===== config.mk =====
export PLATFORM = sky130hd
export DESIGN_NAME = matrix_tile_scheduler
export DESIGN_NICKNAME = d
export VERILOG_FILES = /design/src/rtl/matrix_pkg.sv /design/src/rtl/matrix_cfg_checker.sv /design/src/rtl/matrix_tile_scheduler.sv
export SDC_FILE = /design/constraint.sdc
export NUM_CORES = 1
export LEC_CHECK = 0
export ABC_CLOCK_PERIOD_IN_PS = 6000
export CAP_MARGIN = 10
export CELL_PAD_IN_SITES_DETAIL_PLACEMENT = 0
export CELL_PAD_IN_SITES_GLOBAL_PLACEMENT = 1
export CORE_AREA = 2 2 119 179
export CTS_BUF_LIST = sky130_fd_sc_hd__clkbuf_4 sky130_fd_sc_hd__clkbuf_8
export CTS_CLUSTER_DIAMETER = 200
export CTS_CLUSTER_SIZE = 24
export DETAILED_ROUTE_END_ITERATION = 10
export DIE_AREA = 0 0 121 181
export PLACE_DENSITY = 0.8
export SLEW_MARGIN = 20
export SYNTH_ARGS = -nofsm -noshare
export SYNTH_HDL_FRONTEND = slang
export SYNTH_SLANG_ARGS = --single-unit

===== constraint.sdc =====
create_clock -name clk -period 6 [get_ports clk]
set_clock_uncertainty 0.2 [all_clocks]
set_input_delay 1.2 -clock clk [delete_from_list [all_inputs] [get_ports clk]]
set_output_delay 1.2 -clock clk [all_outputs]
set_load 0.02 [all_outputs]

===== src/rtl/matrix_pkg.sv =====
// matrix_pkg: scheduler state encoding and tile job descriptor shared with the array controller.
package matrix_pkg;

    localparam int MAT_ADDR_W = 10;
    localparam int MAT_DIM_W  = 8;

    typedef enum logic [2:0] {
        IDLE,
        CHECK,
        ISSUE,
        WAIT_DONE,
        FINISH
    } state_t;

    typedef struct packed {
        logic [MAT_DIM_W-1:0]  rows;
        logic [MAT_DIM_W-1:0]  cols;
        logic [MAT_ADDR_W-1:0] vec_addr;
        logic [MAT_ADDR_W-1:0] mat_addr;
        logic [MAT_ADDR_W-1:0] res_addr;
        logic                  accum;
    } job_t;

    function automatic logic [MAT_DIM_W-1:0] tile_rows(input logic [MAT_DIM_W-1:0] k, input int pe);
        return (k > MAT_DIM_W'(pe)) ? MAT_DIM_W'(pe) : k;
    endfunction

endpackage


===== src/rtl/matrix_cfg_checker.sv =====
// matrix_cfg_checker: rejects empty descriptors and any operand or result region running past the end of local memory.
module matrix_cfg_checker #(
    parameter int ADDR_SIZE = 10,
    parameter int DIM_W     = 8
) (
    input  logic [DIM_W-1:0]     k,
    input  logic [DIM_W-1:0]     n,
    input  logic [ADDR_SIZE-1:0] vec_base,
    input  logic [ADDR_SIZE-1:0] mat_base,
    input  logic [ADDR_SIZE-1:0] res_base,
    output logic                 reject
);

    localparam int W = ADDR_SIZE + 2 * DIM_W;

    logic [W-1:0] lim;
    logic [W-1:0] vec_end;
    logic [W-1:0] mat_end;
    logic [W-1:0] res_end;

    // Wide enough that base + K*N cannot wrap.
    assign lim     = W'(1) << ADDR_SIZE;
    assign vec_end = W'(vec_base) + W'(k);
    assign mat_end = W'(mat_base) + W'(k) * W'(n);
    assign res_end = W'(res_base) + W'(n);
    assign reject  = (k == '0) || (n == '0) || (vec_end > lim) || (mat_end > lim) || (res_end > lim);

endmodule


===== src/rtl/matrix_tile_scheduler.sv =====
// matrix_tile_scheduler: splits a K x N matrix-vector product into PE_NUMBER-row tiles
// and hands one job per tile to the systolic array controller.
module matrix_tile_scheduler
    import matrix_pkg::*;
#(
    parameter int ADDR_SIZE = 10,
    parameter int PE_NUMBER = 64,
    parameter int DIM_W     = 8
) (
    input  logic                 clk,
    input  logic                 reset_n,
    input  logic                 cfg_valid,
    output logic                 cfg_ready,
    input  logic [DIM_W-1:0]     cfg_k,
    input  logic [DIM_W-1:0]     cfg_n,
    input  logic [ADDR_SIZE-1:0] cfg_vec_base,
    input  logic [ADDR_SIZE-1:0] cfg_mat_base,
    input  logic [ADDR_SIZE-1:0] cfg_res_base,
    input  logic                 abort,
    output logic                 busy,
    output logic                 done,
    output logic                 err,
    output logic                 aborted,
    output logic                 job_valid,
    input  logic                 job_ready,
    output logic [DIM_W-1:0]     job_rows,
    output logic [DIM_W-1:0]     job_cols,
    output logic [ADDR_SIZE-1:0] job_vec_addr,
    output logic [ADDR_SIZE-1:0] job_mat_addr,
    output logic [ADDR_SIZE-1:0] job_res_addr,
    output logic                 job_accum,
    input  logic                 job_done
);

    localparam logic [DIM_W-1:0] PE = DIM_W'(PE_NUMBER);

    state_t               state;
    job_t                 job;
    logic [DIM_W-1:0]     d_k;
    logic [DIM_W-1:0]     d_n;
    logic [ADDR_SIZE-1:0] d_vec;
    logic [ADDR_SIZE-1:0] d_mat;
    logic [ADDR_SIZE-1:0] d_res;
    logic [DIM_W-1:0]     rem_k;
    logic [DIM_W-1:0]     rem_next;
    logic [ADDR_SIZE-1:0] stride;
    logic                 abort_pending;
    logic                 stop;
    logic                 reject;

    matrix_cfg_checker #(
        .ADDR_SIZE(ADDR_SIZE),
        .DIM_W    (DIM_W)
    ) u_checker (
        .k       (d_k),
        .n       (d_n),
        .vec_base(d_vec),
        .mat_base(d_mat),
        .res_base(d_res),
        .reject  (reject)
    );

    assign cfg_ready    = (state == IDLE);
    assign busy         = (state != IDLE);
    assign job_valid    = (state == ISSUE);
    assign job_rows     = job.rows;
    assign job_cols     = job.cols;
    assign job_vec_addr = job.vec_addr;
    assign job_mat_addr = job.mat_addr;
    assign job_res_addr = job.res_addr;
    assign job_accum    = job.accum;
    assign rem_next     = rem_k - PE;
    // An abort landing on the same cycle as job_done still ends the run.
    assign stop         = abort_pending | abort;

    always_ff @(posedge clk or negedge reset_n) begin
        if (!reset_n) begin
            state         <= IDLE;
            done          <= 1'b0;
            err           <= 1'b0;
            aborted       <= 1'b0;
            abort_pending <= 1'b0;
            job           <= '0;
            d_k           <= '0;
            d_n           <= '0;
            d_vec         <= '0;
            d_mat         <= '0;
            d_res         <= '0;
            rem_k         <= '0;
            stride        <= '0;
        end else begin
            done <= 1'b0;
            case (state)
                IDLE: if (cfg_valid) begin
                    d_k           <= cfg_k;
                    d_n           <= cfg_n;
                    d_vec         <= cfg_vec_base;
                    d_mat         <= cfg_mat_base;
                    d_res         <= cfg_res_base;
                    err           <= 1'b0;
                    aborted       <= 1'b0;
                    abort_pending <= 1'b0;
                    state         <= CHECK;
                end
                CHECK: if (reject) begin
                    err   <= 1'b1;
                    done  <= 1'b1;
                    state <= FINISH;
                end else begin
                    rem_k  <= d_k;
                    stride <= ADDR_SIZE'(PE_NUMBER * int'(d_n));
                    job    <= '{rows: tile_rows(d_k, PE_NUMBER), cols: d_n, vec_addr: d_vec,
                                mat_addr: d_mat, res_addr: d_res, accum: 1'b0};
                    state  <= ISSUE;
                end
                ISSUE: if (job_ready) begin
                    state <= WAIT_DONE;
                end else if (abort) begin
                    aborted <= 1'b1;
                    done    <= 1'b1;
                    state   <= FINISH;
                end
                WAIT_DONE: begin
                    if (abort) abort_pending <= 1'b1;
                    if (job_done) begin
                        if (rem_k <= PE || stop) begin
                            aborted <= stop;
                            done    <= 1'b1;
                            state   <= FINISH;
                        end else begin
                            rem_k        <= rem_next;
                            job.vec_addr <= job.vec_addr + ADDR_SIZE'(PE_NUMBER);
                            job.mat_addr <= job.mat_addr + stride;
                            job.rows     <= tile_rows(rem_next, PE_NUMBER);
                            job.accum    <= 1'b1;
                            state        <= ISSUE;
                        end
                    end
                end
                FINISH: state <= IDLE;
                default: state <= IDLE;
            endcase
        end
    end

endmodule


Yosys cells after proc, flatten, opt, wreduce, memory -nomap -nowiden:

Index checks and enable logic that the tools add are counted.

* bits in registers: 112
* output and inout port bits: 53
* word-level logic and storage cells: 104
* input bits: 52

* muxes and demuxes: 38
* eq/ne operators: 13
* reduce and logical (&&, ||, !) cells: 20
* $mul: 1
* $lt $le $gt $ge: 6
* $add $sub $neg: 6
* bitwise gates (word level): 2

Operators by type and width (count)
* 26-bit by 11-bit > comparator with 1-bit output (second input constant): 3
* 8-bit 2-to-1 mux: 7
* 47-bit 2-to-1 mux: 1
* 20-bit 2-to-1 mux: 2
* 20-bit case mux with 2 select lines: 1
* 8-bit case mux with 2 select lines: 2
* 10-bit by 8-bit adder with 11-bit output: 2
* 3-bit 2-to-1 mux: 6
* 2-bit inequality test (second input constant): 9
* 10-bit by 16-bit adder with 17-bit output: 1
* 8-bit by 7-bit > comparator with 1-bit output (second input constant): 2
* 8-bit logical NOT: 2
* 8-bit by 8-bit multiplier with 16-bit output: 1
* 1-bit 2-to-1 mux: 13
* 3-bit case mux with 4 select lines: 1
* 10-bit adder: 1
* 10-bit by 7-bit adder with 10-bit output (second input constant): 1
* 3-bit AND reduction: 3
* 8-bit by 7-bit <= comparator with 1-bit output (second input constant): 1
* 8-bit by 7-bit subtractor with 8-bit output (second input constant): 1
* 3-bit by 2-bit == test with 1-bit output (second input constant): 2
* 1-bit case mux with 2 select lines: 3
* 1-bit case mux with 3 select lines: 2
* 6-bit AND reduction: 1
* 10 further kinds: 18

Longest topological paths before layout:

* depth in word-level cells: 7
* mapped depth: 24
* gate-level depth less buffers: 20

Modules after synthesis:

A second synthesis with hierarchy kept.

* cell total of the unflattened synthesis: 931
* area, all modules: 7961.4 sq um

Modules (own cells, without submodules)
* matrix_tile_scheduler: times used 1, seq. area each 2702.6 sq um, area an instance 4616.9 sq um, cells each 511
* matrix_cfg_checker: times used 1, seq. area each 0.0 sq um, area an instance 3344.5 sq um, cells each 420

Least setup slack after synthesis:

OpenSTA, ideal clock, no wires.

* kind: reg-to-reg
* start: register d_k[6]
* end: register job (netlist bit job_rows[4])
* data required time: 5.675 ns
* data arrival time: 5.444 ns
* setup slack: 0.231 ns
* setup time: 0.125 ns
* period minus slack after synthesis: 5.769 ns
* buffers on the path: 3
* cell stages (with the launch flop): 22
* path through: dfrtp_1 -> clkbuf_1 -> clkbuf_1 -> nand2_1 -> fa_1 -> inv_1 -> fa_1 -> fa_1 -> inv_1 -> fa_1 -> inv_1 -> ha_1 -> and2_1 -> a221oi_2 -> a21oi_1 -> or3_1 -> o311ai_0 -> and3_1 -> nand4_2 -> nand2_1 -> buf_6 -> mux2_2

* word-level cells in the longest chain between the ends: 7
* elaborated cells on any way between the ends: 16
* those cells by class: add/sub: 2; mul: 1; order compare: 3; eq/ne: 1; mux: 3; reduce/logical: 6

RTL lines
* from (decl): line matrix_tile_scheduler.sv:39 `logic [DIM_W-1:0] d_k;`
* from (signal assigned): line matrix_tile_scheduler.sv:95 `d_k <= cfg_k;`
* 8-bit by 8-bit multiplier with 16-bit output (tied with other cells): line matrix_cfg_checker.sv:24 `assign mat_end = W'(mat_base) + W'(k) * W'(n);`
* 10-bit by 16-bit adder with 17-bit output (tied with other cells): line matrix_cfg_checker.sv:24
* 26-bit by 11-bit > comparator with 1-bit output / 1-bit logical OR (equally long branches): line matrix_cfg_checker.sv:26 `assign reject = (k == '0) || (n == '0) || (vec_end > lim) || (mat_end > lim) || (res_end > lim);`
* 1-bit logical OR (2 in a row): line matrix_cfg_checker.sv:26
* 2-bit inequality test (no source line)
* 4-bit AND reduction (no source line)
* to (signal assigned): line matrix_tile_scheduler.sv:112 `job <= '{rows: tile_rows(d_k, PE_NUMBER), cols: d_n, vec_addr: d_vec,`
* to (decl): line matrix_tile_scheduler.sv:38 `job_t job;`

Parallel ways exist; a longest one is shown, timed or not. The select of a mux whose other input is x is not followed.
A chain may end at the register's enable or synchronous reset.

Final worst setup path:

* start: register d_k[4]
* end: register job (netlist bit job_mat_addr[8])

* word-level cells in the longest chain between the ends: 7
* elaborated cells on any way between the ends: 12
* those cells by class: add/sub: 2; mul: 1; order compare: 2; eq/ne: 1; reduce/logical: 6

RTL lines (line)
* 8-bit by 8-bit multiplier with 16-bit output (tied with other cells): matrix_cfg_checker.sv:24
* 10-bit by 16-bit adder with 17-bit output (tied with other cells): matrix_cfg_checker.sv:24
* 26-bit by 11-bit > comparator with 1-bit output / 1-bit logical OR (equally long branches): matrix_cfg_checker.sv:26
* 1-bit logical OR * (2 in a row): matrix_cfg_checker.sv:26
* 2-bit inequality test (no source line) *
* 4-bit AND reduction (no source line) *

Every way passes the cells marked *; elsewhere a longest branch is shown, timed or not.

==> flow_summary_export.csv <==
group,metric,value,unit
status,status,"finished, final reports clean",
timing,post-route-min-period,5.772,ns
floorplanning,num_rows,64,
floorplanning,die_h,181,µm
yosys,synth_edf_count,0,
cells_and_area,fin_nets,1159,
timing,finalMaxSlewViolations,0,
timing,setup_viol,0,
timing,hold_viol,0,
detailed_routing,viasPerCell,5.184,
clock_tree,cts_max_level,3,
yosys,syn_inst,886,
yosys,yosys_warnings,0,
cells_and_area,fillers,1945,
place,io_buffers,104,
place,dp.final_hpwl,17430,µm
yosys,ys_ff_latch,108,
worst_setup_path,crit_path_top_delay_cell,"fa_1",
cells_and_area,area_delta_synth_final,21.32,%
timing,tightest_slew,0.9326,ns
clock_tree,clk_latency,0.40,ns
clock_tree,cts_made_buffers,9,
yosys,synth_top_area_share,33.69,%
yosys,synthesis.area,8021,µm²
yosys,synth_nets,1051,
floorplanning,num_io_pins,105,
global_route,grt_max_degree,62,
worst_setup_path,critPathMaxFanout,6,
global_route,grt_overflow,0,
timing,max_freq,173.2,MHz
floorplanning,core-area,20260,µm²
yosys,synthArstFlopShare,100.0,%
detailed_routing,drtAntennaViolNets,0,
worst_setup_path,critPathRequiredTime,6.09,ns
clock_tree,clk_pin_slew,0.10,ns
worst_setup_path,crit_chain,"and2_1 > fa_1 > inv_1 > fa_1 > inv_1 > fa_1 > inv_1 > fa_1 > inv_1 > ha_2 > and3_2 > nand4_1 > a21oi_1 > nor3_2 > xnor2_1 > nor4b_2 > nand4_2 > nand2_2 > buf_4 > mux2_2",
clock_tree,cts_tree,"built",
detailed_routing,vias,6548,
global_route,grt_pass1_wl,35680,µm
floorplanning,die_area,21900,µm²
timing,holdWs,0.2885,ns
clock_tree,holdBufCountCts,0,
yosys,yosysTopAreaCell,"dfrtp_1",
worst_setup_path,end_kind,"flip-flop",
clock_tree,cts_root_buffer,"clkbuf_8",
cells_and_area,drive_gt1_share,10.31,%
place,gp_congestion,0.9228,
yosys,ys_types,65,
min_path,worst_hold_path_type,"flip-flop to flip-flop",
worst_setup_path,start_kind,"flip-flop",
job,drv_cap,0,
detailed_routing,wirelength,22260,µm
worst_setup_path,worstSetupPathType,"flip-flop to flip-flop",
yosys,synth-seq-area-share,33.69,%
worst_setup_path,slowest_delay,0.54,ns
global_route,grt_pass1_vias,6535,
yosys,synthTopCellsByArea,"dfrtp_1 (34%), fa_1 (12%), ha_1 (10%)",
yosys,syn_area_per_cell,9.054,µm²
yosys,synth.most_common_cell,"nand2_1",
detailed_routing,wl_per_cell,17.63,µm
detailed_routing,drcViolationCount,0,
floorplanning,floorplan.initialDensity,39.59,%
clock_tree,clock_sinks,108,
worst_setup_path,crit_family,"adder cells",
global_route,antenna_found_initial,1,
timing,period_share,96.20,%
timing,slew_headroom,37.64,%
cells_and_area,antenna_cells,0,
worst_setup_path,critical_path_buf_inv_count,5,
clock_tree,clockBufferDepth,2,
worst_setup_path,cp.arrival,5.86,ns
yosys,synth_common_cells,"nand2_1 (191), dfrtp_1 (108), inv_1 (106), ha_1 (64), fa_1 (49)",
floorplanning,dieWidth,121,µm
detailed_routing,first_iter_violations,402,
global_route,grt_util_all_layers,21.05,%
yosys,synth_ff_type,"dfrtp_1",
detailed_routing,drt-pass1-iter-count,5,
==> placed cells by master (no fill, tap or decap), types with 12 or more instances in the layout <==
master	n
ha_1	63
dfrtp_1	103
inv_1	106
a21oi_1	31
mux2_2	21
o21ai_0	46
nor3_1	17
nand2_1	190
fa_1	49
nor2_1	18
and2_1	40
clkdlybuf4s50_1	103
buf_4	35
nand3_1	12
==> cell type report <==
class	instances	area (µm²)	area share (%)
clock buffers	11	138.9	1.427
clock inverters	5	36.28	0.3728
inverters	106	397.9	4.088
multi-input cells	628	4775	49.06
flip-flops and latches	108	2709	27.83
well taps	264	330.3	3.394
repair buffers	141	1345	13.82
==> per-stage QoR <==
| step | utilization, % | std cells | area [µm²] | TNS (ns) | worst slack [ns] |
|---|---|---|---|---|---|
| finish | 48.04 | 1263 | 9732 | 0 | 0.2277 |
| detailed placement | 46.84 | 1245 | 9489 | 0 | 0.02849 |
| global route | 48.04 | 1263 | 9732 | -0.004173 | -0.003724 |
| CTS | 47.70 | 1261 | 9664 | 0 | 0.007445 |
| floorplan | - | 886 | 8021 | 0 | 0.2315 |
| global placement | 46.84 | 1245 | 9489 | 0 | 0.1685 |
==> what timing repair did <==
| item | 4_1_cts | 5_1_grt |
|---|---|---|
| gates resized for setup | 0 | 15 |
| setup endpoints to repair | 0 | 56 |
| hold endpoints to repair | 0 | 0 |
| setup buffers | 0 | 2 |
==> path summary, 6_finish.rpt <==
path	endpoint	cells after the start	startpoint	slack, ns
worst max-delay path	job_mat_addr[8]	20	d_k[4]	0.23
worst min-delay path	err	2	err	0.29
worst max register to register	job_mat_addr[8]	20	d_k[4]	0.23
worst min register to register	err	2	err	0.29
max in group asynchronous	d_k[3]	2	reset_n	3.73
min in group asynchronous	job_mat_addr[4]	1	reset_n	0.67
==> per-layer routing <==
layer | vias up | share of wire, % | track usage [%] | routed length [µm]
met5 | - | 0 | 0 | 0
met4 | 0 | 2.3 | 6.419 | 505
li1 | 3139 | - | - | -
met1 | 3249 | 41 | 25.90 | 9210
met2 | 135 | 53 | 37.80 | 11760
met3 | 25 | 3.5 | 2.746 | 785
==> worst min-delay path: stages (launching register included) <==
cell	delay, ns
dfrtp_1	0.36
nand2_1	0.04
o21ai_0	0.06
==> registers in the layout, indices dropped and copies added, names as in the netlist, 8 cells and up <==
name,count
d_mat,10
job_res_addr,10
job_vec_addr,10
d_res,10
d_n,8
job_mat_addr,10
job_cols,8
d_k,8
job_rows,8
rem_k,8
d_vec,10
==> logic make-up (layout without fill, tap and decap cells) <==
family,after synthesis,count (layout),synth area share [%]
XOR/XNOR,14,14,1.529
buffers and inverters,150,263,7.331
AND/OR/NAND/NOR,326,326,18.89
multiplexers,37,37,5.335
flip-flops,108,108,33.69
adder cells (fa/ha/maj),113,113,22.21
AO/OA/AOI/OAI,138,138,11.01
Power is left out: the tool's default activity adds up to more than one toggle a clock period on the data nets, which glitch-free logic cannot reach.
